## src/rtl/snake_vga_tile_renderer.sv

```systemverilog
// VGA timing generator and tile renderer for the snake display path.
// Fetches one row of palette-indexed tiles per scanline and draws a hardware border.
module snake_vga_tile_renderer #(
    parameter int unsigned H_ACTIVE  = 640,
    parameter int unsigned H_FP      = 16,
    parameter int unsigned H_SYNC    = 96,
    parameter int unsigned H_BP      = 48,
    parameter int unsigned V_ACTIVE  = 480,
    parameter int unsigned V_FP      = 10,
    parameter int unsigned V_SYNC    = 2,
    parameter int unsigned V_BP      = 29,
    parameter int unsigned TILE_LOG2 = 4,
    parameter int unsigned COLS      = 40,
    parameter int unsigned ROWS      = 30,
    parameter int unsigned BPP       = 2,
    parameter int unsigned BORDER    = 1
) (
    input  logic                        clk_25MHz,
    input  logic                        rst_n,
    input  logic [COLS*BPP-1:0]         row_data,
    input  logic [12*(2**BPP)-1:0]      palette,
    output logic                        row_req,
    output logic [$clog2(ROWS)-1:0]     row_idx,
    output logic                        frame_start,
    output logic                        VGA_HS,
    output logic                        VGA_VS,
    output logic [3:0]                  VGA_R,
    output logic [3:0]                  VGA_G,
    output logic [3:0]                  VGA_B
);

    localparam int unsigned H_TOTAL = H_SYNC + H_BP + H_ACTIVE + H_FP;
    localparam int unsigned V_TOTAL = V_SYNC + V_BP + V_ACTIVE + V_FP;
    localparam int unsigned HW      = $clog2(H_TOTAL);
    localparam int unsigned VW      = $clog2(V_TOTAL);
    localparam int unsigned RIW     = $clog2(ROWS);
    localparam int unsigned NPAL    = 2 ** BPP;

    localparam logic [HW-1:0] H_LAST    = HW'(H_TOTAL - 1);
    localparam logic [HW-1:0] H_SYNC_C  = HW'(H_SYNC);
    localparam logic [HW-1:0] H_START_C = HW'(H_SYNC + H_BP);
    localparam logic [HW-1:0] H_END_C   = HW'(H_SYNC + H_BP + H_ACTIVE);
    localparam logic [VW-1:0] V_LAST    = VW'(V_TOTAL - 1);
    localparam logic [VW-1:0] V_SYNC_C  = VW'(V_SYNC);
    localparam logic [VW-1:0] V_START_C = VW'(V_SYNC + V_BP);
    localparam logic [VW-1:0] V_END_C   = VW'(V_SYNC + V_BP + V_ACTIVE);
    localparam logic [HW-1:0] COLS_C    = HW'(COLS);
    localparam logic [HW-1:0] COL_LAST  = HW'(COLS - 1);
    localparam logic [VW-1:0] ROWS_C    = VW'(ROWS);
    localparam logic [VW-1:0] ROW_LAST  = VW'(ROWS - 1);

    logic [HW-1:0]       h_cnt;
    logic [VW-1:0]       v_cnt;
    logic [COLS*BPP-1:0] line_reg;

    logic                h_act;
    logic                v_act;
    logic [HW-1:0]       x;
    logic [VW-1:0]       y;
    logic [HW-1:0]       col;
    logic [VW-1:0]       row;
    logic                border_tile;
    logic [BPP-1:0]      tile_idx;
    logic [11:0]         colour;
    logic [11:0]         pix;

    always_comb begin
        h_act = (h_cnt >= H_START_C) && (h_cnt < H_END_C);
        v_act = (v_cnt >= V_START_C) && (v_cnt < V_END_C);
        x     = h_cnt - H_START_C;
        y     = v_cnt - V_START_C;
        col   = x >> TILE_LOG2;
        row   = y >> TILE_LOG2;
    end

    always_comb begin
        tile_idx = '0;
        for (int c = 0; c < COLS; c++) begin
            if (col == HW'(c)) begin
                tile_idx = line_reg[c*BPP +: BPP];
            end
        end

        border_tile = (col == '0) || (col == COL_LAST) || (row == '0) || (row == ROW_LAST);
        if ((BORDER != 0) && border_tile) begin
            tile_idx = '1;
        end

        colour = '0;
        for (int k = 0; k < NPAL; k++) begin
            if (tile_idx == BPP'(k)) begin
                colour = palette[12*k +: 12];
            end
        end

        // Columns/rows past the tile grid stay black even inside the active area.
        pix = (h_act && v_act && (col < COLS_C) && (row < ROWS_C)) ? colour : 12'h000;
    end

    always_ff @(posedge clk_25MHz) begin
        if (!rst_n) begin
            h_cnt       <= '0;
            v_cnt       <= '0;
            line_reg    <= '0;
            VGA_HS      <= 1'b1;
            VGA_VS      <= 1'b1;
            VGA_R       <= 4'h0;
            VGA_G       <= 4'h0;
            VGA_B       <= 4'h0;
            row_req     <= 1'b0;
            row_idx     <= '0;
            frame_start <= 1'b0;
        end else begin
            if (h_cnt == H_LAST) begin
                h_cnt <= '0;
                v_cnt <= (v_cnt == V_LAST) ? '0 : v_cnt + 1'b1;
            end else begin
                h_cnt <= h_cnt + 1'b1;
            end

            // The provider gets the whole sync pulse to answer a request.
            if (h_cnt == H_SYNC_C) begin
                line_reg <= row_data;
            end

            VGA_HS                <= (h_cnt >= H_SYNC_C);
            VGA_VS                <= (v_cnt >= V_SYNC_C);
            frame_start           <= (h_cnt == '0) && (v_cnt == '0);
            row_req               <= (h_cnt == '0) && v_act;
            if ((h_cnt == '0) && v_act) begin
                row_idx <= RIW'(row);
            end
            {VGA_R, VGA_G, VGA_B} <= pix;
        end
    end

endmodule

```

## config.mk

```make
export PLATFORM = sky130hd
export DESIGN_NAME = snake_vga_tile_renderer
export DESIGN_NICKNAME = d
export VERILOG_FILES = /design/src/rtl/snake_vga_tile_renderer.sv
export SDC_FILE = /design/constraint.sdc
export NUM_CORES = 1
export LEC_CHECK = 0
export CAP_MARGIN = 25
export CORE_MARGIN = 2
export CORE_UTILIZATION = 45
export DETAILED_ROUTE_END_ITERATION = 6
export PLACE_DENSITY = 0.73
export SLEW_MARGIN = 20
export SYNTH_ARGS = -nofsm -noshare
export SYNTH_HDL_FRONTEND = slang
export SYNTH_SLANG_ARGS = --single-unit
```

## constraint.sdc

```tcl
create_clock -name clk_25MHz -period 2.4 [get_ports clk_25MHz]
set_clock_uncertainty 0.1 [all_clocks]
set_input_delay 0.36 -clock clk_25MHz [delete_from_list [all_inputs] [get_ports clk_25MHz]]
set_output_delay 0.36 -clock clk_25MHz [all_outputs]
set_load 0.005 [all_outputs]
```

==> results of run 1 <==
-- critical path, stage by stage (launching register included) --
cell and delay [ns]:
sky130_fd_sc_hd__dfxtp_4 0.42, sky130_fd_sc_hd__buf_12 0.15, sky130_fd_sc_hd__buf_8 0.12, sky130_fd_sc_hd__mux4_2 0.53, sky130_fd_sc_hd__nor2_4 0.14, sky130_fd_sc_hd__o311ai_4 0.10, sky130_fd_sc_hd__o21ai_2 0.17, sky130_fd_sc_hd__buf_6 0.15
sky130_fd_sc_hd__buf_12 0.13, sky130_fd_sc_hd__mux2i_2 0.24, sky130_fd_sc_hd__nand3_2 0.12, sky130_fd_sc_hd__o2111a_1 0.13
-- layer usage --
| metal | global-route usage [%] | routed length (um) | up-vias |
|---|---|---|---|
| met5 | 0 | 0 | - |
| met4 | 8.15 | 269 | 0 |
| met3 | 5.91 | 1440 | 25 |
| met2 | 44.4 | 10300 | 219 |
| met1 | 30.5 | 8830 | 3114 |
| li1 | - | - | 3257 |
-- cell usage after synthesis (all sizes together) (11+ instances only) --
| cell type | instances |
|---|---|
| a21boi | 83 |
| a21oi | 11 |
| buf | 27 |
| clkbuf | 42 |
| dfxtp | 119 |
| mux2i | 28 |
| nand2 | 179 |
| nand3 | 30 |
| nor2 | 39 |
| nor2b | 18 |
| o2111a | 13 |
| o21ai | 19 |
| or3 | 19 |
| xnor2 | 11 |
-- worst max path at each step --
| stage | startpoint | endpoint | slack [ns] | cells past startpoint |
|---|---|---|---|---|
| CTS | h_cnt[4] | VGA_B[3] | -0.17 | 8 |
| finish | h_cnt[4] | VGA_B[1] | -0.21 | 11 |
| global placement | h_cnt[6] | VGA_G[2] | -0.30 | 9 |
| floorplan | h_cnt[5] | VGA_B[3] | 0.0009 | 12 |
| detailed placement | h_cnt[4] | VGA_G[3] | -0.30 | 8 |
| global route | h_cnt[4] | VGA_B[2] | -0.28 | 11 |
-- timing repair --
action	in CTS	in global routing
pin swaps	6	25
hold buffers	0	0
hold endpoints to repair	0	0
gates resized for setup	21	44
cloned	3	9
endpoints found under the setup margin	94	81
buffers inserted	4	10
-- logic make-up (layout without fill, tap and decap cells) --
kind of cell | Yosys count | in the layout | share of synthesized area [%]
DFF | 119 | 119 | 36.7
adders and majority gates | 5 | 5 | 0.964
and+or+nand+nor | 353 | 354 | 25.9
buffers and inverters | 77 | 315 | 5.90
muxes | 35 | 35 | 5.88
xor gates and xnor gates | 15 | 15 | 2.02
AOI/OAI and AO/OA | 189 | 190 | 22.6
-- per-stage QoR --
step	total power, uW	TNS [ns]
5_1_grt	4920	-3.18
3_3_place_gp	2330	-8.16
6_report	4780	-2.12
3_5_place_dp	2330	-9.00
4_1_cts	4800	-1.99
2_1_floorplan	2090	0
-- final cells by class --
type	count	area (sq um)	share of cell area [%]
clock buffer	22	475	4.79
sequential	119	2390	24.1
multi-input combinational	599	3960	39.9
timing repair buffer	276	2740	27.6
clock inverter	9	98.8	0.996
tap	180	225	2.27
inverter	8	30.0	0.303
-- power by group through the flow --
stage / Sequential (uW) / Combinational, uW / Clock [uW]
global placement: 2030 / 303 / 0
CTS: 1990 / 310 / 2500
finish: 1990 / 316 / 2470
floorplan: 2030 / 62.0 / 0
global route: 1990 / 341 / 2590
detailed placement: 2030 / 304 / 0
==> Implementation_results.wiki, run 1 <==
{| class="wikitable"
! Metric !! Value
|-
| Outcome || finished, violations left
|-
| Violations in the final reports || negative setup slack
|-
| Routability-driven placement congestion ratio || 0.967
|-
| Slew Viols, Final || 0
|-
| Leakage || 0.00373 uW
|-
| Filler Cell Count || 1082
|-
| TritonCTS clock tree || done
|-
| Post-synthesis register bit count || 119
|-
| Buffer type at the clock tree root || sky130_fd_sc_hd__clkbuf_16
|-
| Share of the core filled with cells || 71.0%
|-
| Setup WS post-layout || -0.214 ns
|-
| Average vias per placed instance || 5.45
|-
| Setup repair after global routing missed its margin || yes
|-
| Share of final-layout standard cells stronger than drive strength 1 || 21.2%
|-
| Worst Path Required || 2.61 ns
|-
| Switching fraction of total power || 20.1%
|-
| Slew headroom || 68.3%
|-
| Die span in x || 124 um
|-
| Die height || 124 um
|-
| Final global-route overflow total || 0
|-
| Placed cell area || 0.00876 sq mm
|-
| Biggest area contributors in the synthesized netlist || sky130_fd_sc_hd__dfxtp_1, sky130_fd_sc_hd__nand2_1, sky130_fd_sc_hd__a21boi_0
|-
| Top cell type's share of synthesized area || 36.7%
|-
| Launch instance of the worst min-delay path || line_reg[5]
|-
| Avg WL per Cell || 17.2 um
|-
| Area of the placeable core || 0.0140 sq mm
|-
| Initial Util || 46.4%
|-
| Post-synth design cell area || 0.00649 sq mm
|-
| Clock tree sinks || 119
|-
| Clock network power share || 51.7%
|-
| Period minus WS final || 2.61 ns
|-
| Port-buffer cells || 148
|-
| Total via count after detailed routing || 6615
|-
| Worst Reg2Reg Path Length in Cells || 11
|-
| Path category of the worst min-delay check || reg2reg
|-
| Worst reg2reg endpoint || VGA_B[1]
|-
| Slew at the pin closest to its max-slew limit || 0.471 ns
|-
| Source of the worst register-to-register timing path || h_cnt[4]
|-
| Number of max-cap violations || 0
|-
| Most common library cell in the layout ignoring fill and taps || sky130_fd_sc_hd__nand2_1
|-
| Vias in the first global route || 6193
|-
| Number of design rule violations left after detail routing || 0
|-
| Worst setup slack before clock tree synthesis || -0.301 ns
|-
| Row count || 43
|-
| CTS HTree Levels || 4
|-
| Instance count of the mapped netlist || 793
|-
| Worst Hold Endpoint || line_reg[5]
|-
| Highest clock rate || 383 MHz
|-
| ANT nets after route || 0
|-
| Overall track demand over capacity in global routing || 25.3%
|-
| Yosys top cell by area || sky130_fd_sc_hd__dfxtp_1
|-
| Count of boundary I/O pins || 151
|-
| Internal cell power || 3820 uW
|-
| Setup violation total in the final timing report || 12
|-
| Ys async rst share || 0%
|-
| Antenna violations before repair || 0
|-
| Maximum buffer depth of the clock tree || 2
|-
| Final Instance Count excl. Fillers || 1213
|-
| Count of placed standard cells including taps || 1157
|-
| Critical path fanouts, max || 8
|-
| Post-synthesis net count || 928
|-
| Post-synth cell types || 76
|-
| Syn-to-layout area delta || 53.0%
|-
| Sort of element at the start of the critical path || flop
|-
| Die Outline Area || 0.0154 sq mm
|-
| Count of flip-flops with a built-in enable after synthesis || 0
|-
| Share of power burned in registers || 41.6%
|-
| Final period util || 109%
|-
| Signal arrival time at the worst endpoint || 2.82 ns
|-
| Clock transition at the register clock pins on the worst setup and hold paths after CTS || 0.06 ns
|-
| Max rail drop VDD || 0.000507 V
|-
| Commonest cells after routing, fill and taps aside || sky130_fd_sc_hd__nand2_1, sky130_fd_sc_hd__clkdlybuf4s50_1, sky130_fd_sc_hd__dfxtp_1
|-
| Power share of the combinational group || 6.6%
|-
| Total CTS buffers || 17
|-
| Register area share after synthesis || 36.7%
|-
| Total Nets Final || 1156
|-
| Count of routing violations after the opening detailed-route iteration || 451
|-
| Half-perimeter wire length after placement || 13.9 mm
|-
| Worst setup path category || reg2reg
|-
| Total Wirelength || 20.9 mm
|-
| Number of flip-flops in the largest register || 78
|-
| Clock Latency Late Sink || 0.42 ns
|-
| Yosys warning total || 0
|-
| Hold violation total from the final report || 0
|-
| Detailed-router iteration count before antenna repair || 5
|-
| Ant. Diodes || 0
|-
| Predominant post-synthesis flop cell || sky130_fd_sc_hd__dfxtp_1
|-
| Register-to-register setup slack || -0.21 ns
|-
| Wire length of the first global-routing pass || 30.2 mm
|-
| Per-instance average area after synthesis || 8.18 sq um
|-
| Largest net degree at the start of global routing || 101
|-
| Post-Route Hold Slack || 0.359 ns
|-
| Cell count of the worst hold path || 2
|-
| Total power per unit cell area || 481 mW/mm^2
|-
| Post-route cell area || 0.00993 sq mm
|-
| Endpoint kind of the worst setup timing path || flop
|-
| Switching power of the nets || 961 uW
|}
Power figures use the tool's default switching activity.
==> run 2, diff against run 1 <==
--- a/config.mk
+++ b/config.mk
@@ -9,8 +9,9 @@
 export CORE_MARGIN = 2
 export CORE_UTILIZATION = 45
 export DETAILED_ROUTE_END_ITERATION = 6
-export PLACE_DENSITY = 0.73
-export SLEW_MARGIN = 20
+export DONT_BUFFER_PORTS = 1
+export PLACE_DENSITY = 0.59
+export SLEW_MARGIN = 10
 export SYNTH_ARGS = -nofsm -noshare
 export SYNTH_HDL_FRONTEND = slang
 export SYNTH_SLANG_ARGS = --single-unit
==> run 2 against run 1 <==
Against the previous run:
- cell count is 7.2% lower
- largest power group unchanged
- critical path depth is 2 lower
- critical endpoint is now VGA_B[2]
- design area is 10% lower
- highest routed layer unchanged
- via count is 5.3% lower
- register-to-register slack worse by 0.03 ns
- die area stayed put
- core utilization is 7.2 points lower
- the flow still finishes with violations (negative setup slack)
- combinational power is 43% lower
- worst hold slack worse by 0.35 ns
- wire length is 4.5% lower
==> Implementation_results.wiki, run 2 (synthesized netlist as in run 1, its figures left out) <==
{| class="wikitable"
! Metric !! Value
|-
| Outcome || finished, violations left
|-
| Violations in the final reports || negative setup slack
|-
| Total Wirelength || 19.9 mm
|-
| Number of flip-flops in the largest register || 78
|-
| Maximum buffer depth of the clock tree || 2
|-
| Routability-driven placement congestion ratio || 0.889
|-
| Die Outline Area || 0.0154 sq mm
|-
| Sort of element at the start of the critical path || flop
|-
| Setup repair after global routing missed its margin || yes
|-
| Signal arrival time at the worst endpoint || 2.84 ns
|-
| Highest clock rate || 379 MHz
|-
| Initial Util || 46.4%
|-
| Worst Reg2Reg Path Length in Cells || 9
|-
| Total power per unit cell area || 511 mW/mm^2
|-
| Setup violation total in the final timing report || 12
|-
| Placed cell area || 0.00728 sq mm
|-
| Vias in the first global route || 6183
|-
| Post-route cell area || 0.00891 sq mm
|-
| Clock tree sinks || 119
|-
| Critical path startpoint || h_cnt[4]
|-
| Average vias per placed instance || 5.56
|-
| Half-perimeter wire length after placement || 13.7 mm
|-
| Clock Latency Late Sink || 0.42 ns
|-
| ANT nets after route || 0
|-
| Buffer type at the clock tree root || sky130_fd_sc_hd__clkbuf_16
|-
| Die span in x || 124 um
|-
| Source of the worst register-to-register timing path || h_cnt[4]
|-
| Hold violation total from the final report || 0
|-
| Count of placed standard cells including taps || 1017
|-
| Worst setup path category || reg2reg
|-
| Critical path fanouts, max || 6
|-
| Worst reg2reg endpoint || VGA_B[2]
|-
| Final period util || 110%
|-
| CTS HTree Levels || 4
|-
| Detailed-router iteration count before antenna repair || 4
|-
| Period minus WS final || 2.64 ns
|-
| Final Instance Count excl. Fillers || 1126
|-
| Number of max-cap violations || 0
|-
| Final global-route overflow total || 0
|-
| Most common library cell in the layout ignoring fill and taps || sky130_fd_sc_hd__nand2_1
|-
| Count of routing violations after the opening detailed-route iteration || 283
|-
| Worst setup slack before clock tree synthesis || -0.384 ns
|-
| Area of the placeable core || 0.0140 sq mm
|-
| Commonest cells after routing, fill and taps aside || sky130_fd_sc_hd__nand2_1, sky130_fd_sc_hd__dfxtp_1, sky130_fd_sc_hd__buf_4
|-
| Share of final-layout standard cells stronger than drive strength 1 || 22.1%
|-
| Filler Cell Count || 1201
|-
| Cell count of the worst hold path || 2
|-
| Path category of the worst min-delay check || in2reg
|-
| Setup WS post-layout || -0.240 ns
|-
| Register-to-register setup slack || -0.24 ns
|-
| Number of design rule violations left after detail routing || 0
|-
| TritonCTS clock tree || done
|-
| Antenna violations before repair || 0
|-
| Worst Path Required || 2.60 ns
|-
| Die height || 124 um
|-
| Max rail drop VDD || 0.000474 V
|-
| Slew Viols, Final || 0
|-
| Clock transition at the register clock pins on the worst setup and hold paths after CTS || 0.05 ns
|-
| Largest net degree at the start of global routing || 86
|-
| Port-buffer cells || 0
|-
| Total CTS buffers || 17
|-
| Overall track demand over capacity in global routing || 26.0%
|-
| Total Nets Final || 1068
|-
| Count of boundary I/O pins || 151
|-
| Avg WL per Cell || 17.7 um
|-
| Endpoint kind of the worst setup timing path || flop
|-
| Slew headroom || 58.3%
|-
| Slew at the pin closest to its max-slew limit || 0.623 ns
|-
| Syn-to-layout area delta || 37.4%
|-
| Row count || 43
|-
| Launch instance of the worst min-delay path || row_data[73]
|-
| Leakage || 0.00335 uW
|-
| Share of the core filled with cells || 63.7%
|-
| Total via count after detailed routing || 6265
|-
| Wire length of the first global-routing pass || 30.7 mm
|-
| Worst Hold Endpoint || line_reg[73]
|}
## run 2: worst max-delay path, cell delays in order, from the launching register on
cell and delay [ns]:
sky130_fd_sc_hd__dfxtp_4 0.41, sky130_fd_sc_hd__mux4_2 0.53, sky130_fd_sc_hd__and3_4 0.21, sky130_fd_sc_hd__nor3_4 0.17
sky130_fd_sc_hd__o311ai_2 0.16, sky130_fd_sc_hd__o21ai_4 0.28, sky130_fd_sc_hd__buf_6 0.19, sky130_fd_sc_hd__mux2i_1 0.21
sky130_fd_sc_hd__nand3_2 0.11, sky130_fd_sc_hd__o2111a_1 0.14
## run 2: metal layers
layer  global-route usage [%]  share of wire [%]  up-vias
met5                        0                  0        -
met4                     9.20                2.3        0
met3                     4.90                4.5       33
met2                     46.1                 50      174
met1                     31.1                 44     2988
li1                         -                  -     3070
## run 2: cell type report
class                           count  area, sq um  share of cell area [%]
Timing Repair Buffer              190         1750                    19.6
Clock inverter                      1         5.00                  0.0561
Clock buffer                       30          556                    6.23
Sequential cell                   119         2400                    26.9
Multi-Input combinational cell    597         3950                    44.3
Tap cell                          180          225                    2.53
Antenna cell                        1         2.50                  0.0281
Inverter                            8         30.0                   0.337
## run 2: power breakdown
group	internal [uW]	switching, uW	total [uW]
clock	1540	846	2390
sequential	1980	5.83	1990
combinational	117	61.8	179
## run 2: through the flow
stage          total power, uW  hold slack, ns  setup TNS, ns
4_1_cts                   4600        0.000865          -2.19
6_report                  4550          0.0138          -2.54
3_3_place_gp              2090           0.334          -3.99
2_1_floorplan             2090           0.326              0
3_5_place_dp              2090           0.356          -4.68
5_1_grt                   4710         0.00389          -3.48
## run 2: timing repair
item	in CTS	in global routing
setup buffers	5	1
pin swaps	9	5
endpoints found under the hold margin	90	0
resized for setup	45	14
hold buffers	69	0
cloned	1	1
setup endpoints to repair	19	99
## run 2: worst max-delay path by stage
stage,end,slack (ns),cells past startpoint
detailed placement,VGA_B[3],-0.38,9
global route,VGA_B[2],-0.32,9
CTS,VGA_B[1],-0.20,12
floorplan,VGA_B[3],0.0009,12
finish,VGA_B[2],-0.24,9
global placement,VGA_B[3],-0.34,10
